==> src/rtl/key_sbox_arbiter.sv <==
// Round-robin front end for a shared two-share nibble S-box array.
// Owner tags ride alongside the array latency so each result returns to the requester that issued it.
module key_sbox_arbiter #(
  parameter int SBOX_LATENCY = 2
) (
  input  logic        clk,
  input  logic        rst_n,
  input  logic        req0_valid,
  output logic        req0_ready,
  input  logic [31:0] req0_share0,
  input  logic [31:0] req0_share1,
  input  logic        req1_valid,
  output logic        req1_ready,
  input  logic [31:0] req1_share0,
  input  logic [31:0] req1_share1,
  output logic        rsp0_valid,
  output logic        rsp1_valid,
  output logic [31:0] rsp_share0,
  output logic [31:0] rsp_share1,
  output logic [31:0] sbox_in0,
  output logic [31:0] sbox_in1,
  input  logic [31:0] sbox_out0,
  input  logic [31:0] sbox_out1,
  output logic        busy
);

  logic                  ptr;
  logic                  gnt_any;
  logic                  gnt_idx;
  logic [SBOX_LATENCY:0] vld_pipe;
  logic [SBOX_LATENCY:0] own_pipe;

  // Ready is gated by reset so every output reads 0 while rst_n is low.
  always_comb begin
    gnt_any = rst_n & (req0_valid | req1_valid);
    gnt_idx = (req0_valid & req1_valid) ? ptr : req1_valid;
  end

  assign req0_ready = gnt_any & ~gnt_idx;
  assign req1_ready = gnt_any & gnt_idx;
  assign busy       = gnt_any | (|vld_pipe);

  always_ff @(posedge clk or negedge rst_n) begin
    if (!rst_n) begin
      ptr        <= 1'b0;
      sbox_in0   <= '0;
      sbox_in1   <= '0;
      vld_pipe   <= '0;
      own_pipe   <= '0;
      rsp0_valid <= 1'b0;
      rsp1_valid <= 1'b0;
      rsp_share0 <= '0;
      rsp_share1 <= '0;
    end else begin
      // Array inputs only move on a transfer so idle cycles cause no toggling.
      if (gnt_any) begin
        ptr      <= ~gnt_idx;
        sbox_in0 <= gnt_idx ? req1_share0 : req0_share0;
        sbox_in1 <= gnt_idx ? req1_share1 : req0_share1;
      end
      vld_pipe   <= {vld_pipe[SBOX_LATENCY-1:0], gnt_any};
      own_pipe   <= {own_pipe[SBOX_LATENCY-1:0], gnt_idx};
      rsp0_valid <= vld_pipe[SBOX_LATENCY] & ~own_pipe[SBOX_LATENCY];
      rsp1_valid <= vld_pipe[SBOX_LATENCY] &  own_pipe[SBOX_LATENCY];
      if (vld_pipe[SBOX_LATENCY]) begin
        rsp_share0 <= sbox_out0;
        rsp_share1 <= sbox_out1;
      end
    end
  end

endmodule
==> config.mk <==
export PLATFORM = sky130hd
export DESIGN_NAME = key_sbox_arbiter
export DESIGN_NICKNAME = d
export VERILOG_FILES = /design/src/rtl/key_sbox_arbiter.sv
export SDC_FILE = /design/constraint.sdc
export NUM_CORES = 1
export LEC_CHECK = 0
export ABC_CLOCK_PERIOD_IN_PS = 3700
export BUFFER_PORTS_ARGS = -buffer_cell sky130_fd_sc_hd__buf_2
export CORE_AREA = 2 2 127 129
export CTS_BUF_LIST = sky130_fd_sc_hd__clkbuf_8
export DETAILED_ROUTE_END_ITERATION = 16
export DIE_AREA = 0 0 129 131
export PLACE_DENSITY = 0.66
export SYNTH_ARGS = -nofsm -noshare
export SYNTH_HDL_FRONTEND = slang
export SYNTH_SLANG_ARGS = --single-unit
==> constraint.sdc <==
create_clock -name clk -period 3.7 [get_ports clk]
set_input_delay 0.37 -clock clk [delete_from_list [all_inputs] [get_ports clk]]
set_output_delay 0.37 -clock clk [all_outputs]
set_load 0.05 [all_outputs]
After elaboration in Yosys (flattened, before gate mapping):

Cells that the tools add are included.

* output and inout bits: 133
* input bits: 196
* bits in registers: 137
* logic and storage cells: 23

* bitwise logic cells: 10
* muxes and demuxes: 3
* reductions and logical operators: 1

Operator list (count)
* $mux W32: 2
* $and A1 B1 Y1: 6
* $reduce_or A3 Y1: 1
* $not A1 Y1: 2
* $or A1 B1 Y1: 2
* $mux W1: 1

Depth between registers and ports, before layout:

Gate-level depths: netlist of the first run.

* depth in word-level cells: 4
* mapped depth: 5
* depth with buffers taken out: 3

Least setup slack after synthesis of the first run:

Ideal clock, no wire load.

* path kind: input-to-output
* from: input req1_valid
* to: output busy
* path buffers: 1
* cell stages on the path: 4
* arrival time: 1354 ps
* data required time: 3330 ps
* path slack: 1976 ps
* path through: o21ai_2 > buf_6 > inv_1 > or4_1

* longest elaborated chain between the ends: 3

Ends and longest elaborated chain
* start, declared: RTL line 12 `input logic req1_valid,`
* $or A1 B1 Y1: RTL line 35 `gnt_any = rst_n & (req0_valid | req1_valid);`
* $and A1 B1 Y1: RTL line 35
* named net gnt_any: RTL line 28 `logic gnt_any;`
* $or A1 B1 Y1: RTL line 41 `assign busy = gnt_any | (|vld_pipe);`
* end, declared: RTL line 24 `output logic busy`

The timed path passes the listed nets, and every way through them passes these cells.

Worst setup path in the final report of the first run:

Same ends and word-level chain as after synthesis.

==> reports/qor.yml, run 1 <==
status: "completed"
fin_tns_setup_ps: 0
diodes_inserted: 0
routed_wire_length_microns: 14930
most-common-layout-cells: "buf_2, dfrtp_1, mux2_2, a221o_1, and2_1"
cts-root-buf: "clkbuf_8"
highest_ir_drop_seen_on_vdd_uv: 226.9
finalHoldViolCount: 0
cts_max_path_buffers: 2
worst_slack_ps: 1126
power_leakage_nw: 3.861
antenna_left: 0
vias: 4341
grt_pass1_wl_microns: 21950
post_route_clock_skew_ps: 15.17
critical_path.max_fanout: 54
critical_path_required_ps: 3330
synth_cells: 368
worst_slew_margin_rel_pct: 29.48
dp.cells: 889
via_per_inst: 4.713
pwr_density_cell_nw_per_um2: 570.5
floorplan.initialDensity_pct: 34.86
io_pins: 329
die_h_microns: 131
worst_case_setup_slack_after_placement_ps: 1062
worst_setup_path_end_kind: "primary output"
post-route-drc-count: 0
drive_above_1_share_pct: 60.57
hold_path_class: "in2reg"
grt_use_total_pct: 16.92
synth_cell_type_count: 17
final_common_cell: "buf_2"
worstSetupStartpoint: "req1_valid"
crit_start_category: "input pin"
core_area_sq_um: 15600
yosys_register_bits: 137
source_to_sink_clock_delay_at_the_later_pin_of_the_worst_skew_pair_ps: 430
cts.reportedPaths.clkPinSlew_ps: 80
mean_routed_wirelength_per_cell_microns: 16.21
regToRegStartpoint: "ptr"
cap_violations: 0
clock_tree_from_tritoncts: "built"
gpl.final_weighted_congestion: 0.7753
final-setup-viol-count: 0
clock-sinks: 137
finalCritPeriodShare_pct: 69.58
rsz0062_at_grt: "no"
fin_cells: 921
post_synth_instance_area_sq_um: 5438
post_cts_resized: 0
grt_antenna_before_repair: 0
max_slew.worst_pin.slew_ps: 1054
ctsHtreeMaxLevel: 4
area.growth.synth_to_final_pct: 39.62
floorplan.die_area_sq_um: 16900
die-width_microns: 129
std_cell_rows: 46
cts_buffers: 17
grt_start_max_net_pins: 71
cts_hold_repair.buffers: 0
post-dp-hpwl_microns: 11120
drt_pass1_iterations: 4
fin_crit_period_ps: 2574
timing.setup.critical_path_class: "in2out"
finalMaxSlewViolations: 0
drt_first_iter_violations: 146
numPortBuffers: 328
post-cts-setup-buffer-count: 0
ys_warn_count: 0
hold_path_startpoint: "req1_share0[3]"
gr-total-overflow: 0
final_core_util_pct: 48.68
grt_pass1_vias: 4386
number_of_nets_produced_by_synthesis: 564
fill_cells: 1463
synth.avg_cell_area_sq_um: 14.78
worst-endpoint-arrival_ps: 2200
final_nets: 888
maxClockFrequency_mhz: 388.4
seq_total_area_yosys_pct: 63.05
-- worst paths after layout --
| kind | endpoint | slack [ps] | depth (start not counted) |
|---|---|---|---|
| worst max-delay path | busy | 1130 | 5 |
| worst min-delay path | sbox_in0[3] | 160 | 2 |
| worst max register to register | sbox_in0[12] | 2090 | 3 |
| min in group asynchronous | rsp_share0[15] | 170 | 2 |
| worst min register to register | own_pipe[1] | 360 | 0 |
| max in group asynchronous | vld_pipe[2] | 2070 | 3 |
-- kinds of logic after synthesis --
| group | synth area share [%] |
|---|---|
| flops | 63.05 |
| simple gates | 8.237 |
| compound gates | 12.17 |
| mux | 13.25 |
| buf+inv | 3.291 |
-- registers in the layout, indices dropped and copies added (netlist names) --
name and cells:
sbox_in1 32, own_pipe 3, vld_pipe 3, rsp_share1 32, rsp1_valid 1, rsp0_valid 1
rsp_share0 32, sbox_in0 32, ptr 1
-- critical path, stage by stage --
cell	delay [ps]
buf_2	140
o21ai_4	830
inv_1	150
or4_1	450
buf_2	230
-- metrics by stage --
| stage | instance area [sq um] | total power, mW | hold WS [ps] |
|---|---|---|---|
| 2_1_floorplan | 5438 | 2.847 | 74.41 |
| 3_3_place_gp | 7238 | 3.253 | 338.4 |
| 3_5_place_dp | 7238 | 3.277 | 354.0 |
| 4_1_cts | 7592 | 4.384 | 132.3 |
| 5_1_grt | 7592 | 4.534 | 128.9 |
| 6_report | 7592 | 4.332 | 164.6 |
-- layer usage --
layer | GRT usage (%) | part of all wire, %
met5 | 0 | 0
met4 | 6.010 | 1.8
met3 | 5.375 | 7.5
met2 | 29.44 | 50
met1 | 19.80 | 41
-- cell usage after synthesis --
cell	n	area (sq um)
a21o_1	1	7.510
a21oi_1	1	5.000
a221o_1	64	640.6
and2_0	17	106.4
and2_1	49	306.5
and3_4	1	11.26
buf_2	14	70.07
buf_6	7	78.83
clkbuf_1	7	26.28
dfrtp_1	137	3428
inv_1	1	3.750
mux2_2	64	720.7
nand2_1	1	3.750
nand2b_1	1	6.260
nor2b_1	1	6.260
o21ai_2	1	8.760
or4_1	1	7.510
-- where the power goes --
group | switching [mW] | total, mW | internal [mW]
sequential | 0.104 | 1.81 | 1.70
combinational | 1.02 | 1.43 | 0.412
clock | 0.543 | 1.09 | 0.550
-- area by class of cell --
cell class                 count  area (sq um)  area share, %
clock buffer                  19         261.5          3.444
clock inverter                13         92.59          1.220
inverter                       1         3.754        0.04944
multi-input combinational    202          1849          24.36
sequential                   137          3430          45.17
tap                          216         270.3          3.560
timing repair buffer         333          1685          22.20
Note: power is estimated with default switching activity, not from simulation.
==> run 2, diff against run 1 <==
Settings changed: ABC_CLOCK_PERIOD_IN_PS 3700 to 2500.
Clock period 3.7 ns to 2.5 ns, I/O delays scaled along.
==> run 2 against run 1 <==
Final cell count is the same. Utilization grew 1.0 points. Register-to-register slack lost 1200 ps. Clock skew shrank 8.2 ps. Worst hold slack lost 120 ps. Clock power grew 98%. Via count grew 0.25%. Count of clock-buffer cells in the layout grew 3. Final area grew 2.1%. Flip-flop and latch count is the same. Largest power group unchanged.
==> reports/qor.yml, run 2 (synthesized netlist as in run 1, its figures left out) <==
status: "completed"
crit_path_max_incr_delay_ps: 700
area.growth.synth_to_final_pct: 42.61
power_frac_seq_pct: 38.5
grt_pass1_wl_microns: 21580
worst-endpoint-arrival_ps: 2120
clock_tree_from_tritoncts: "built"
grt_start_max_net_pins: 129
worst_slew_margin_rel_pct: 45.21
finalMaxSlewViolations: 0
place_area_sq_um: 7256
die_h_microns: 131
pwr-share-clk_pct: 31.0
dp.cells: 888
diodes_inserted: 0
area.sequential_sq_um: 3430
fill_cells: 1366
grt_pass1_vias: 4304
drive_above_1_share_pct: 61.13
cts-root-buf: "clkbuf_8"
ctsHtreeMaxLevel: 4
m1WireLength_microns: 5947
clock-sinks: 137
detailroute.wirelength.met2_microns: 7564
cts_max_path_buffers: 2
post-cts-setup-buffer-count: 0
floorplan.initialDensity_pct: 34.86
dr_wl_met3_microns: 1105
cpLargestDelayFamily: "buffers and inverters"
power.share.switching_pct: 35.88
netSwitchingPower_mw: 2.497
r2r_end: "sbox_in1[2]"
cts.reportedPaths.clkPinSlew_ps: 80
most-common-layout-cells: "buf_2, dfrtp_1, mux2_2, a221o_1, and2_1"
gpl.final_weighted_congestion: 0.8227
crit_start_category: "input pin"
worst-path-buf-inv: 3
comb_power_share_pct: 30.5
cap_violations: 0
multiInputGateArea_sq_um: 1849
power_leakage_nw: 3.909
fin_crit_period_ps: 2372
maxUsedRoutingLayer: "met4"
cts_buffers: 17
worstHoldEndpoint: "sbox_in1[28]"
final-setup-viol-count: 0
numPortBuffers: 328
pwr_density_cell_nw_per_um2: 897.4
floorplan.die_area_sq_um: 16900
io_pins: 329
drt_first_iter_violations: 200
antenna_left: 0
vias: 4352
fin_tns_setup_ps: 0
critical_path.max_fanout: 65
via_per_inst: 4.725
finalCritPeriodShare_pct: 94.89
highest_ir_drop_seen_on_vdd_uv: 383.2
final_nets: 888
std_cell_rows: 46
drt_pass1_iterations: 4
die-width_microns: 129
post_route_clock_skew_ps: 6.982
post-dp-hpwl_microns: 10920
maxClockFrequency_mhz: 421.5
timing.setup.critical_path_class: "in2out"
grt_use_total_pct: 16.66
power_report.internal_total_mw: 4.462
max_slew.worst_pin.slew_ps: 821.9
final_common_cell: "buf_2"
mean_routed_wirelength_per_cell_microns: 16.18
routed_wire_length_microns: 14900
hold_path_class: "in2reg"
core_area_sq_um: 15600
regToRegStartpoint: "ptr"
gr-total-overflow: 0
post-route-drc-count: 0
worst_setup_path_end_kind: "primary output"
r2r_setup_slack_ps: 890
grt_antenna_before_repair: 0
critPathSlowestCell: "and3_4"
finalInstanceArea_sq_um: 7755
path_cells: "dlygate4sd3_1 > buf_6 > and3_4 > buf_2"
critical_path_required_ps: 2250
hold_path_startpoint: "req1_share1[28]"
finalHoldViolCount: 0
rsz0062_at_grt: "no"
whs_path_depth: 2
r2r_cells: 3
source_to_sink_clock_delay_at_the_later_pin_of_the_worst_skew_pair_ps: 420
fin_cells: 921
[run 2: layout make-up]
class	count	share of cell area (%)
repair buffers	333	22.09
flip-flops and latches	137	44.22
clock buffers	22	3.904
multi-input cells	202	23.85
well taps	216	3.485
clock inverters	10	2.404
inverters	1	0.04840
[run 2: timing repair]
| action | CTS | global route |
|---|---|---|
| hold endpoints to repair | 9 | 0 |
| gates resized for setup | 0 | 0 |
| hold buffers | 1 | 0 |
[run 2: power by group through the flow]
| stage | clock network, mW | logic [mW] | registers, mW |
|---|---|---|---|
| after floorplan | 0 | 0.454 | 3.76 |
| after global placement | 0 | 2.11 | 2.71 |
| after detailed placement | 0 | 2.14 | 2.71 |
| after CTS | 2.22 | 2.14 | 2.68 |
| after global routing | 2.32 | 2.23 | 2.71 |
| final | 2.16 | 2.13 | 2.68 |
[run 2: worst reg2reg max path: cells and delay by family, from the launching register on]
family             cells  cell delay [ps]
and+or+nand+nor        2              810
DFF                    1              410
AOI/OAI and AO/OA      1              320
[run 2: per-layer routing]
metal,GRT usage [%],vias to the layer above
li1,-,2009
met1,19.56,2092
met2,28.98,228
met3,5.252,23
met4,5.818,0
met5,0,-
[run 2: worst max path at each step]
| stage | start | endpoint | slack [ps] | cells past startpoint |
|---|---|---|---|---|
| global route | rst_n | req1_ready | 70 | 4 |
| global placement | ptr | req1_ready | 680 | 3 |
| finish | rst_n | req1_ready | 130 | 4 |
| detailed placement | ptr | req1_ready | 650 | 3 |
| floorplan | vld_pipe[2] | busy | 940 | 2 |
| CTS | rst_n | req1_ready | 130 | 4 |
[run 2: per-stage QoR]
step	setup WS (ps)	hold WS [ps]	util, %	power, mW
6_report	127.7	47.44	49.72	6.959
5_1_grt	68.04	12.64	49.72	7.262
4_1_cts	126.5	11.94	49.72	7.043
3_5_place_dp	651.3	85.36	46.52	4.855
3_3_place_gp	682.4	81.57	46.52	4.820
2_1_floorplan	936.2	-45.59	-	4.214
==> run 3, diff against run 2 <==
Settings changed: CORE_AREA 2 2 127 129 to 2 2 129 131, CTS_CLUSTER_DIAMETER from default to 40, DIE_AREA 0 0 129 131 to 0 0 131 133, PLACE_DENSITY 0.66 to 0.64.
==> run 3 against run 2 <==
Power shrank 2.6%. Clock skew barely moved. Final cell count up 1.4%. Final area rose by 0.16%. Die area up 3.1%. Non-clock buffer count is 9 higher. Sequential share of layout area shrank 0.071 points. Sequential power about the same. Maximum frequency increased by 2.4%. Count of clock-buffer cells in the layout is 5 lower. Worst setup slack better by 57 ps. Critical endpoint unchanged.
==> reports/qor.yml, run 3 (synthesized netlist as in run 1, its figures left out) <==
status: "completed"
floorplan.initialDensity_pct: 33.62
hold_path_class: "in2reg"
cts_hold_repair.buffers: 5
ctsHtreeMaxLevel: 4
io_pins: 329
std_cell_rows: 47
critPathSlowestCell: "and3_4"
critical_path_required_ps: 2250
critical_path.max_fanout: 65
cap_violations: 0
p_total_mw: 6.782
antenna_left: 0
finalMaxSlewViolations: 0
rsz0062_at_grt: "no"
path_cells: "nand2b_1 > and3_4 > buf_2"
core_area_sq_um: 16170
finalCritPeriodShare_pct: 92.63
highest_ir_drop_seen_on_vdd_uv: 322.8
post_cts_resized: 0
drive_above_1_share_pct: 60.64
cts_buffers: 17
diodes_inserted: 0
dp.cells: 893
via_per_inst: 4.778
grt_pass1_vias: 4646
most-common-layout-cells: "buf_2, dfrtp_1, mux2_2, a221o_1, and2_1"
clock_tree_from_tritoncts: "built"
worst_setup_path_end_kind: "primary output"
drt_first_iter_violations: 204
post-dp-hpwl_microns: 10960
die-width_microns: 131
final_nets: 897
worst-endpoint-arrival_ps: 2070
final_common_cell: "buf_2"
cts-root-buf: "clkbuf_8"
drt_pass1_iterations: 4
grt_antenna_before_repair: 0
post-route-drc-count: 0
timing.setup.critical_path_class: "reg2out"
floorplan.die_area_sq_um: 17420
max_slew.worst_pin.slew_ps: 985.1
vias: 4463
gpl.final_weighted_congestion: 0.8172
crit_path_max_incr_delay_ps: 670
pwr_density_cell_nw_per_um2: 873.1
clock-sinks: 137
fill_cells: 1467
area.growth.synth_to_final_pct: 42.84
cts.reportedPaths.clkPinSlew_ps: 80
fin_cells: 934
worst_slew_margin_rel_pct: 34.33
finalInstanceArea_sq_um: 7767
grt_use_total_pct: 17.19
crit_start_category: "register"
mean_routed_wirelength_per_cell_microns: 16.30
power_leakage_nw: 3.909
place_area_sq_um: 7243
routed_wire_length_microns: 15230
numPortBuffers: 328
maxClockFrequency_mhz: 431.8
post_route_clock_skew_ps: 7.096
die_h_microns: 133
fin_crit_period_ps: 2316
cts_max_path_buffers: 2
grt_pass1_wl_microns: 22960
post-cts-setup-buffer-count: 0
fin_tns_setup_ps: 0
grt_start_max_net_pins: 80
final_core_util_pct: 48.03
final-setup-viol-count: 0
worst-path-buf-inv: 1
finalHoldViolCount: 0
source_to_sink_clock_delay_at_the_later_pin_of_the_worst_skew_pair_ps: 430
cpLargestDelayFamily: "simple AND/OR/NAND/NOR gates"
gr-total-overflow: 0
==> run 3: cell count changes in the layout (fill, tap and decap cells not counted) <==
cell and change:
clkinv_2 +4, clkbuf_8 -5, inv_6 -1, buf_4 +3
clkinvlp_4 +1, dlygate4sd3_1 +8, inv_1 -1, clkinv_4 +2
buf_12 -2, bufinv_16 -1, inv_8 +1
==> run 3: through the flow <==
stage | hold WS, ps | worst slack (ps)
after CTS | 0.8347 | 128.9
after global placement | 122.6 | 656.8
after detailed placement | 124.4 | 607.9
after floorplan | -45.59 | 936.2
after global routing | 0.2494 | 34.50
final | 36.73 | 184.2
==> run 3: worst paths after layout <==
path	from	endpoint	slack (ps)	cells past startpoint
worst max-delay path	ptr	req1_ready	180	3
worst min-delay path	req1_share0[18]	sbox_in0[18]	40	2
worst max register to register	ptr	sbox_in0[16]	770	3
worst min register to register	own_pipe[1]	own_pipe[2]	350	0
max in group asynchronous	rst_n	own_pipe[0]	760	3
min in group asynchronous	rst_n	sbox_in1[9]	510	3
==> run 3: final cells by class <==
type	instances	area (sq um)	area share (%)
flip-flops and latches	137	3430	44.15
multi-input cells	202	1849	23.81
repair buffers	342	1775	22.86
well taps	220	275.3	3.544
clock buffers	17	234.0	3.012
clock inverters	15	200.2	2.577
inverters	1	3.754	0.04832
==> run 3: metal layers <==
layer / track usage (%) / part of all wire, % / vias to the layer above
met3: 6.146 / 8.8 / 29
met1: 19.16 / 39 / 2165
met5: 0 / 0 / -
li1: - / - / 2032
met4: 7.092 / 2.5 / 0
met2: 29.48 / 50 / 237
==> run 3: report_power, final <==
| part | internal (mW) | total [mW] | switching, mW |
|---|---|---|---|
| combinational | 0.620 | 2.13 | 1.51 |
| sequential | 2.52 | 2.67 | 0.153 |
| clock | 1.09 | 1.98 | 0.887 |
| total | 4.23 | 6.78 | 2.55 |
